### config.mk
export PLATFORM = sky130hd
export DESIGN_NAME = wb_sequencer
export DESIGN_NICKNAME = d
export VERILOG_FILES = /design/src/rtl/wb_pkg.sv /design/src/rtl/wb_sequencer.sv
export SDC_FILE = /design/constraint.sdc
export NUM_CORES = 1
export LEC_CHECK = 0
export CAP_MARGIN = 5
export CORE_MARGIN = 2
export CORE_UTILIZATION = 43
export DETAILED_ROUTE_END_ITERATION = 8
export GPL_ROUTABILITY_DRIVEN = 0
export PLACE_DENSITY = 0.76
export SETUP_SLACK_MARGIN = 0.15
export SYNTH_ARGS = -nofsm -noshare
export SYNTH_HDL_FRONTEND = slang
export SYNTH_SLANG_ARGS = --single-unit
export TNS_END_PERCENT = 50
### constraint.sdc
create_clock -name clk -period 2.3 [get_ports clk]
set_input_delay 0.46 -clock clk [delete_from_list [all_inputs] [get_ports clk]]
set_output_delay 0.46 -clock clk [all_outputs]
set_load 0.005 [all_outputs]
### src/rtl/wb_pkg.sv
// ============================================================
// wb_pkg : shared kind codes, select encodings, output decode
// Revision: 1.0
// ============================================================
`default_nettype none

package wb_pkg;

  typedef enum logic [2:0] {
    KIND_NONE = 3'd0,
    KIND_RT   = 3'd1,
    KIND_LOAD = 3'd2,
    KIND_RD   = 3'd3,
    KIND_JAL  = 3'd4,
    KIND_PUSH = 3'd5,
    KIND_POP  = 3'd6,
    KIND_RSVD = 3'd7
  } wb_kind_e;

  typedef enum logic [1:0] {
    ST_IDLE = 2'd0,
    ST_WR1  = 2'd1,
    ST_WR2  = 2'd2
  } state_e;

  localparam logic [1:0] SEL_RT = 2'b00;
  localparam logic [1:0] SEL_SP = 2'b01;
  localparam logic [1:0] SEL_RA = 2'b10;
  localparam logic [1:0] SEL_RD = 2'b11;

  localparam logic [1:0] WD_ALU = 2'b00;
  localparam logic [1:0] WD_MEM = 2'b01;
  localparam logic [1:0] WD_PC  = 2'b10;

  localparam logic [4:0] REG_SP = 5'd29;
  localparam logic [4:0] REG_RA = 5'd31;

  typedef struct packed {
    logic       busy;
    logic       done;
    logic       err;
    logic [1:0] wr_sel;
    logic [1:0] wd_sel;
    logic       reg_write;
  } wb_out_t;

  // Moore decode of state plus latched request; the zero-register guard only
  // ever suppresses rt/rd targets.
  function automatic wb_out_t wb_decode(input state_e st, input wb_kind_e kind,
                                        input logic [4:0] rt, input logic [4:0] rd);
    wb_out_t o;
    o = '0;
    case (st)
      ST_WR1: begin
        o.busy = 1'b1;
        o.done = (kind != KIND_POP);
        o.err  = (kind == KIND_RSVD);
        case (kind)
          KIND_RT:   begin o.wr_sel = SEL_RT; o.wd_sel = WD_ALU; o.reg_write = 1'b1; end
          KIND_LOAD: begin o.wr_sel = SEL_RT; o.wd_sel = WD_MEM; o.reg_write = 1'b1; end
          KIND_RD:   begin o.wr_sel = SEL_RD; o.wd_sel = WD_ALU; o.reg_write = 1'b1; end
          KIND_JAL:  begin o.wr_sel = SEL_RA; o.wd_sel = WD_PC;  o.reg_write = 1'b1; end
          KIND_PUSH: begin o.wr_sel = SEL_SP; o.wd_sel = WD_ALU; o.reg_write = 1'b1; end
          KIND_POP:  begin o.wr_sel = SEL_RT; o.wd_sel = WD_MEM; o.reg_write = 1'b1; end
          default:   begin o.wr_sel = SEL_RT; o.wd_sel = WD_ALU; o.reg_write = 1'b0; end
        endcase
        if ((o.wr_sel == SEL_RT && rt == 5'd0) || (o.wr_sel == SEL_RD && rd == 5'd0))
          o.reg_write = 1'b0;
      end
      ST_WR2: begin
        o.busy      = 1'b1;
        o.done      = 1'b1;
        o.wr_sel    = SEL_SP;
        o.wd_sel    = WD_ALU;
        o.reg_write = 1'b1;
      end
      default: o = '0;
    endcase
    return o;
  endfunction

endpackage

`default_nettype wire

### src/rtl/wb_sequencer.sv
// ============================================================
// wb_sequencer : one/two-cycle register-bank writeback sequencer
// Revision: 1.0
// ============================================================
`default_nettype none

module wb_sequencer
  import wb_pkg::*;
#(
  parameter int SP_STEP = 4
) (
  input  logic       clk,
  input  logic       reset,
  input  logic       start,
  input  logic [2:0] wb_kind,
  input  logic [4:0] rt,
  input  logic [4:0] rd,
  output logic       busy,
  output logic       done,
  output logic       err,
  output logic [1:0] wr_sel,
  output logic [1:0] wd_sel,
  output logic       reg_write,
  output logic [7:0] sp_step
);

  state_e     state, state_n;
  wb_kind_e   kind_q, kind_n;
  logic [4:0] rt_q, rt_n, rd_q, rd_n;
  wb_out_t    outs_q, outs_n;

  always_comb begin
    state_n = state;
    kind_n  = kind_q;
    rt_n    = rt_q;
    rd_n    = rd_q;
    case (state)
      ST_IDLE: begin
        if (start) begin
          state_n = ST_WR1;
          kind_n  = wb_kind_e'(wb_kind);
          rt_n    = rt;
          rd_n    = rd;
        end
      end
      ST_WR1:  state_n = (kind_q == KIND_POP) ? ST_WR2 : ST_IDLE;
      default: state_n = ST_IDLE;
    endcase
    // Decoding the next state lets the outputs come straight from flops.
    outs_n = wb_decode(state_n, kind_n, rt_n, rd_n);
  end

  always_ff @(posedge clk) begin
    if (reset) begin
      state  <= ST_IDLE;
      kind_q <= KIND_NONE;
      rt_q   <= 5'd0;
      rd_q   <= 5'd0;
      outs_q <= '0;
    end else begin
      state  <= state_n;
      kind_q <= kind_n;
      rt_q   <= rt_n;
      rd_q   <= rd_n;
      outs_q <= outs_n;
    end
  end

  assign busy      = outs_q.busy;
  assign done      = outs_q.done;
  assign err       = outs_q.err;
  assign wr_sel    = outs_q.wr_sel;
  assign wd_sel    = outs_q.wd_sel;
  assign reg_write = outs_q.reg_write;
  assign sp_step   = 8'(SP_STEP);

endmodule

`default_nettype wire
==> impl_metrics.json, run 1 <==
{
  "status": "completed",
  "dpl_worst_slack_ps": 89.0,
  "setup.worst_path.class": "primary input to register",
  "avgSynthCellArea_um2": 7.99,
  "final-hold-violation-count": 0,
  "mostFrequentLayoutCells": "nand2_1 (32), dfxtp_1 (23), clkdlybuf4s50_1 (23), a21oi_1 (11), nor2_1 (10)",
  "cts_root_buffer": "clkbuf_4",
  "fin_area_um2": 1330,
  "wirelength_um": 2160,
  "setup_viol": 0,
  "place_inst": 183,
  "nFillCells": 216,
  "via_count": 924,
  "synthArstFlopShare_pct": 0,
  "utilization_pct": 55.2,
  "wl_per_cell_um": 11.5,
  "r2r-start": "kind_q[0]",
  "yosys_warnings": 0,
  "finalCritPeriodShare_pct": 81.9,
  "final_common_cell": "nand2_1",
  "yosysSeqAreaShare_pct": 43.3,
  "core_area_um2": 2410,
  "dp_hpwl_um": 1650,
  "fin_crit_ps": 1880,
  "cts_resized": 0,
  "start_util_pct": 44.1,
  "die_area_um2": 2880,
  "drive_gt1_share_pct": 9.55,
  "yosys_register_bits": 23,
  "dr.pass1.iters": 4,
  "htree_levels": 1,
  "num_antenna_cells": 0,
  "cp_data_required_time_ps": 2540,
  "ctsLongestPathBuffers": 2,
  "drv_cap": 0,
  "rrSetupSlack_ps": 480,
  "synth_edf_count": 0,
  "startpoint": "start",
  "area_growth_pct": 25.2,
  "die_x_um": 53.7,
  "post_cts_buffers": 0,
  "setup_tns_ps": 0,
  "r2r_end": "reg_write",
  "fmax_ghz": 0.531,
  "fin_nets": 176,
  "cp_max_fo": 3,
  "synthCells": 133,
  "numPortBuffers": 23,
  "crit_arrival_ps": 2130,
  "fin_skew_ps": 3.60,
  "postPlaceCellArea_um2": 1300,
  "fin_cells": 187,
  "endpoint": "reg_write",
  "clock-sinks": 23,
  "start_kind": "primary input",
  "hold_buffers": 0,
  "ys.flop_type": "dfxtp_1",
  "p_leak_nw": 0.530,
  "hp-class": "register to register",
  "dieHeight_um": 53.7,
  "cp-end-kind": "register",
  "antenna_found_initial": 0,
  "peakVddDrop_uv": 346,
  "grt-ovfl-total": 0,
  "pwr_density_cell_nw_per_um2": 562,
  "antenna_left": 0,
  "rows": 18,
  "drt_iter0_drc": 5,
  "maxSlewViolCount": 0,
  "worstSkewPairLatency_ps": 310,
  "drc_errors": 0,
  "clk_pin_slew_ps": 130,
  "first_global_vias": 814,
  "synthDistinctLibCells": 36,
  "rsz0062_at_grt": "false",
  "layout_setup_ws_ps": 415,
  "cts_tree": "built",
  "grtUsageTotal_pct": 16.5,
  "r2r_cells": 7,
  "cts_buffers": 3,
  "via_per_inst": 4.94,
  "io_pins": 32,
  "syn_area_um2": 1060,
  "grt_max_degree": 19,
  "grt_pass1_wl_um": 3460
}
==> registers in the layout (all words and copies together) (netlist names) <==
signal	cells
reg_write	1
rt_q	5
wd_sel	2
wr_sel	2
kind_q	3
err	1
done	1
state	2
rd_q	5
busy	1
==> layout make-up <==
type	instances	area, um^2	area share, %
Multi-Input combinational cell	98	518	38.9
Sequential cell	23	460	34.6
Timing Repair Buffer	28	268	20.1
Tap cell	30	37.5	2.82
Clock buffer	4	26.3	1.98
Inverter	4	20.0	1.51
==> cells by family (layout without fill, tap and decap cells) <==
group / Yosys count / in the layout / synth area share, %
muxes: 1 / 1 / 0.942
xor gates and xnor gates: 2 / 2 / 1.65
and+or+nand+nor: 60 / 60 / 26.4
buffers and inverters: 18 / 36 / 10.0
AOI/OAI and AO/OA: 25 / 25 / 14.6
adders and majority gates: 2 / 2 / 2.36
DFF: 23 / 23 / 43.3
other: 2 / 8 / 0.707
==> synthesized netlist by cell type, types with 2 or more instances <==
cell type	n	share of area (%)
dfxtp_1	23	43
a21oi_1	11	5.2
a31oi_1	2	1.2
nor2b_1	2	1.2
nor2_1	10	3.5
ha_1	2	2.4
inv_1	3	1.1
o21ai_0	3	1.4
or4_1	3	2.1
nand2b_1	2	1.2
conb_1	2	0.71
nor3_1	4	1.9
buf_2	3	1.4
nand2_1	32	11
buf_4	8	5.7
clkbuf_1	3	1.1
==> through the flow <==
stage                     total power [mW]  hold slack [ps]
after floorplan                      0.516              431
after global placement               0.562              439
after detailed placement             0.565              442
after CTS                            0.753              460
after global routing                 0.788              472
final                                0.747              458
==> critical path, stage by stage <==
cell and delay, ps:
clkdlybuf4s50_1 440, or3b_4 400, ha_1 320, nor2_1 160
nand2_1 110, o31ai_1 220
==> how the worst min path moves through the flow <==
| stage | startpoint | end | slack [ps] | cells past startpoint |
|---|---|---|---|---|
| 2_1_floorplan | rd_q[0] | rd_q[0] | 430 | 2 |
| 3_3_place_gp | rd_q[0] | rd_q[0] | 440 | 2 |
| 3_5_place_dp | rt_q[4] | rt_q[4] | 440 | 2 |
| 4_1_cts | rt_q[4] | rt_q[4] | 460 | 2 |
| 5_1_grt | rt_q[4] | rt_q[4] | 470 | 2 |
| 6_report | rt_q[4] | rt_q[4] | 460 | 2 |
==> per-layer routing <==
metal	vias up	wire length, um	track usage [%]
met2	21	1070	27.6
met1	428	961	20.2
met4	0	30	8.97
met5	-	0	0
li1	473	-	-
met3	2	95	2.50
==> where the power goes <==
part	leakage [nW]	internal, mW	switching, mW	total [mW]
combinational	0.327	0.0662	0.0637	0.130
sequential	0.188	0.416	0.0108	0.427
clock	0.0150	0.0679	0.123	0.190
total	0.530	0.550	0.197	0.747
(Power assumes the default switching activity.)
==> run 2: changes to the inputs <==
==> constraint.sdc (replaced) <==
create_clock -name clk -period 1.85 [get_ports clk]
set_input_delay 0.37 -clock clk [delete_from_list [all_inputs] [get_ports clk]]
set_output_delay 0.37 -clock clk [all_outputs]
set_load 0.005 [all_outputs]
==> run 2 against run 1 <==
Effect of this change:
- clock power up 23%
- first-iteration DRC count rose to 3.8 times the previous value
- clock skew rose by 7.8 ps
- sequential power grew 24%
- via count increased by 7.5%
- largest cell class unchanged
==> impl_metrics.json, run 2 (synthesis results as in run 1) <==
{
  "drt_iter0_drc": 19,
  "pwr_density_cell_nw_per_um2": 643,
  "crit_arrival_ps": 1900,
  "antenna_left": 0,
  "via_per_inst": 5.04,
  "r2r_cells": 7,
  "p_leak_nw": 0.613,
  "cts_root_buffer": "clkbuf_4",
  "io_pins": 32,
  "grt_pass1_wl_um": 3710,
  "cts_buffers": 3,
  "finalCritPeriodShare_pct": 90.2,
  "dp_hpwl_um": 1810,
  "antenna_found_initial": 0,
  "hp-class": "primary input to register",
  "final-seq-area_um2": 467,
  "maxSlewViolCount": 0,
  "area_growth_pct": 42.9,
  "mostFrequentLayoutCells": "nand2_1 (29), clkdlybuf4s50_1 (21), dfxtp_1 (20), buf_4 (14), a21oi_1 (11)",
  "core_area_um2": 2410,
  "grt_max_degree": 14,
  "startpoint": "rt[2]",
  "grt-ovfl-total": 0,
  "die_area_um2": 2880,
  "endpoint": "reg_write",
  "rows": 18,
  "reg_top3": "rd_q: 5 flops, rt_q: 5 flops, kind_q: 3 flops",
  "start_kind": "primary input",
  "cp_data_required_time_ps": 2080,
  "grtUsageTotal_pct": 18.3,
  "r2r_end": "reg_write",
  "clk_pin_slew_ps": 130,
  "wl_per_cell_um": 12.6,
  "first_global_vias": 899,
  "drive_gt1_share_pct": 25.1,
  "ctsLongestPathBuffers": 2,
  "final_common_cell": "nand2_1",
  "fin_nets": 186,
  "dieHeight_um": 53.7,
  "cp-end-kind": "register",
  "num_antenna_cells": 0,
  "layout_setup_ws_ps": 181,
  "hold_buffers": 0,
  "nFillCells": 211,
  "via_count": 993,
  "peakVddDrop_uv": 465,
  "setup_tns_ps": 0,
  "fmax_ghz": 0.599,
  "cts_tree": "built",
  "fin_skew_ps": 11.4,
  "dr.pass1.iters": 4,
  "utilization_pct": 63.0,
  "clock-sinks": 23,
  "postPlaceCellArea_um2": 1370,
  "rsz0062_at_grt": "false",
  "start_util_pct": 44.1,
  "dpl_worst_slack_ps": -291,
  "htree_levels": 1,
  "final-hold-violation-count": 0,
  "fin_area_um2": 1520,
  "rrSetupSlack_ps": 210,
  "setup.worst_path.class": "primary input to register",
  "numPortBuffers": 23,
  "worstHoldStart": "rt[4]",
  "multi_input_area_um2": 611,
  "fin_crit_ps": 1670,
  "r2r-start": "kind_q[1]",
  "worstSkewPairLatency_ps": 320,
  "drv_cap": 0,
  "wirelength_um": 2490,
  "setup_viol": 0,
  "status": "completed",
  "drc_errors": 0,
  "cp_max_fo": 2,
  "die_x_um": 53.7
}
run 2: changes by cell type in the layout (fill, tap and decap cells not counted), sizes merged:
cell           before  now
clkdlybuf4s50      23   21
dlymetal6s2s        0    2
buf                 5   15
clkinv              1    2
clkbuf              4    3
run 2: worst min-delay path by stage:
stage / end / depth (start not counted)
final: rt_q[4] / 3
after global placement: rt_q[1] / 2
after floorplan: rd_q[0] / 2
after detailed placement: rd_q[0] / 2
after global routing: rt_q[4] / 3
after CTS: rd_q[0] / 2
run 2: per-stage QoR:
stage / cells / hold WS, ps / power, mW
final: 197 / 340 / 0.976
after global routing: 197 / 343 / 1.02
after CTS: 194 / 461 / 0.963
after detailed placement: 189 / 443 / 0.721
after global placement: 189 / 442 / 0.716
after floorplan: 139 / 431 / 0.651
run 2: repair_timing:
| action | in CTS | in global routing |
|---|---|---|
| setup endpoints to repair | 6 | 7 |
| pin swaps | 0 | 9 |
| resized for setup | 3 | 20 |
| buffers inserted | 1 | 3 |
run 2: worst max-delay path, cell delays in order:
cell and delay [ps]:
clkdlybuf4s50_1 430, or4_4 530, nor2_4 120, o21ai_1 70
a211oi_2 300, o31ai_2 80
run 2: per-layer routing:
layer | global-route usage, % | wire length, um
met4 | 12.0 | 51
met2 | 32.7 | 1290
met1 | 19.8 | 999
met5 | 0 | 0
met3 | 2.78 | 148
run 2: final cells by class:
class	count	share of cell area (%)
sequential	23	30.8
inverter	4	1.32
multi-input combinational	98	40.2
clock inverter	1	0.330
clock buffer	3	1.48
tap	30	2.47
timing repair buffer	38	23.4
run 2: report_power, final:
part / switching, mW / leakage, nW / internal, mW
Combinational: 0.0999 / 0.406 / 0.111
Clock: 0.153 / 0.0177 / 0.0812
Sequential: 0.0138 / 0.190 / 0.517
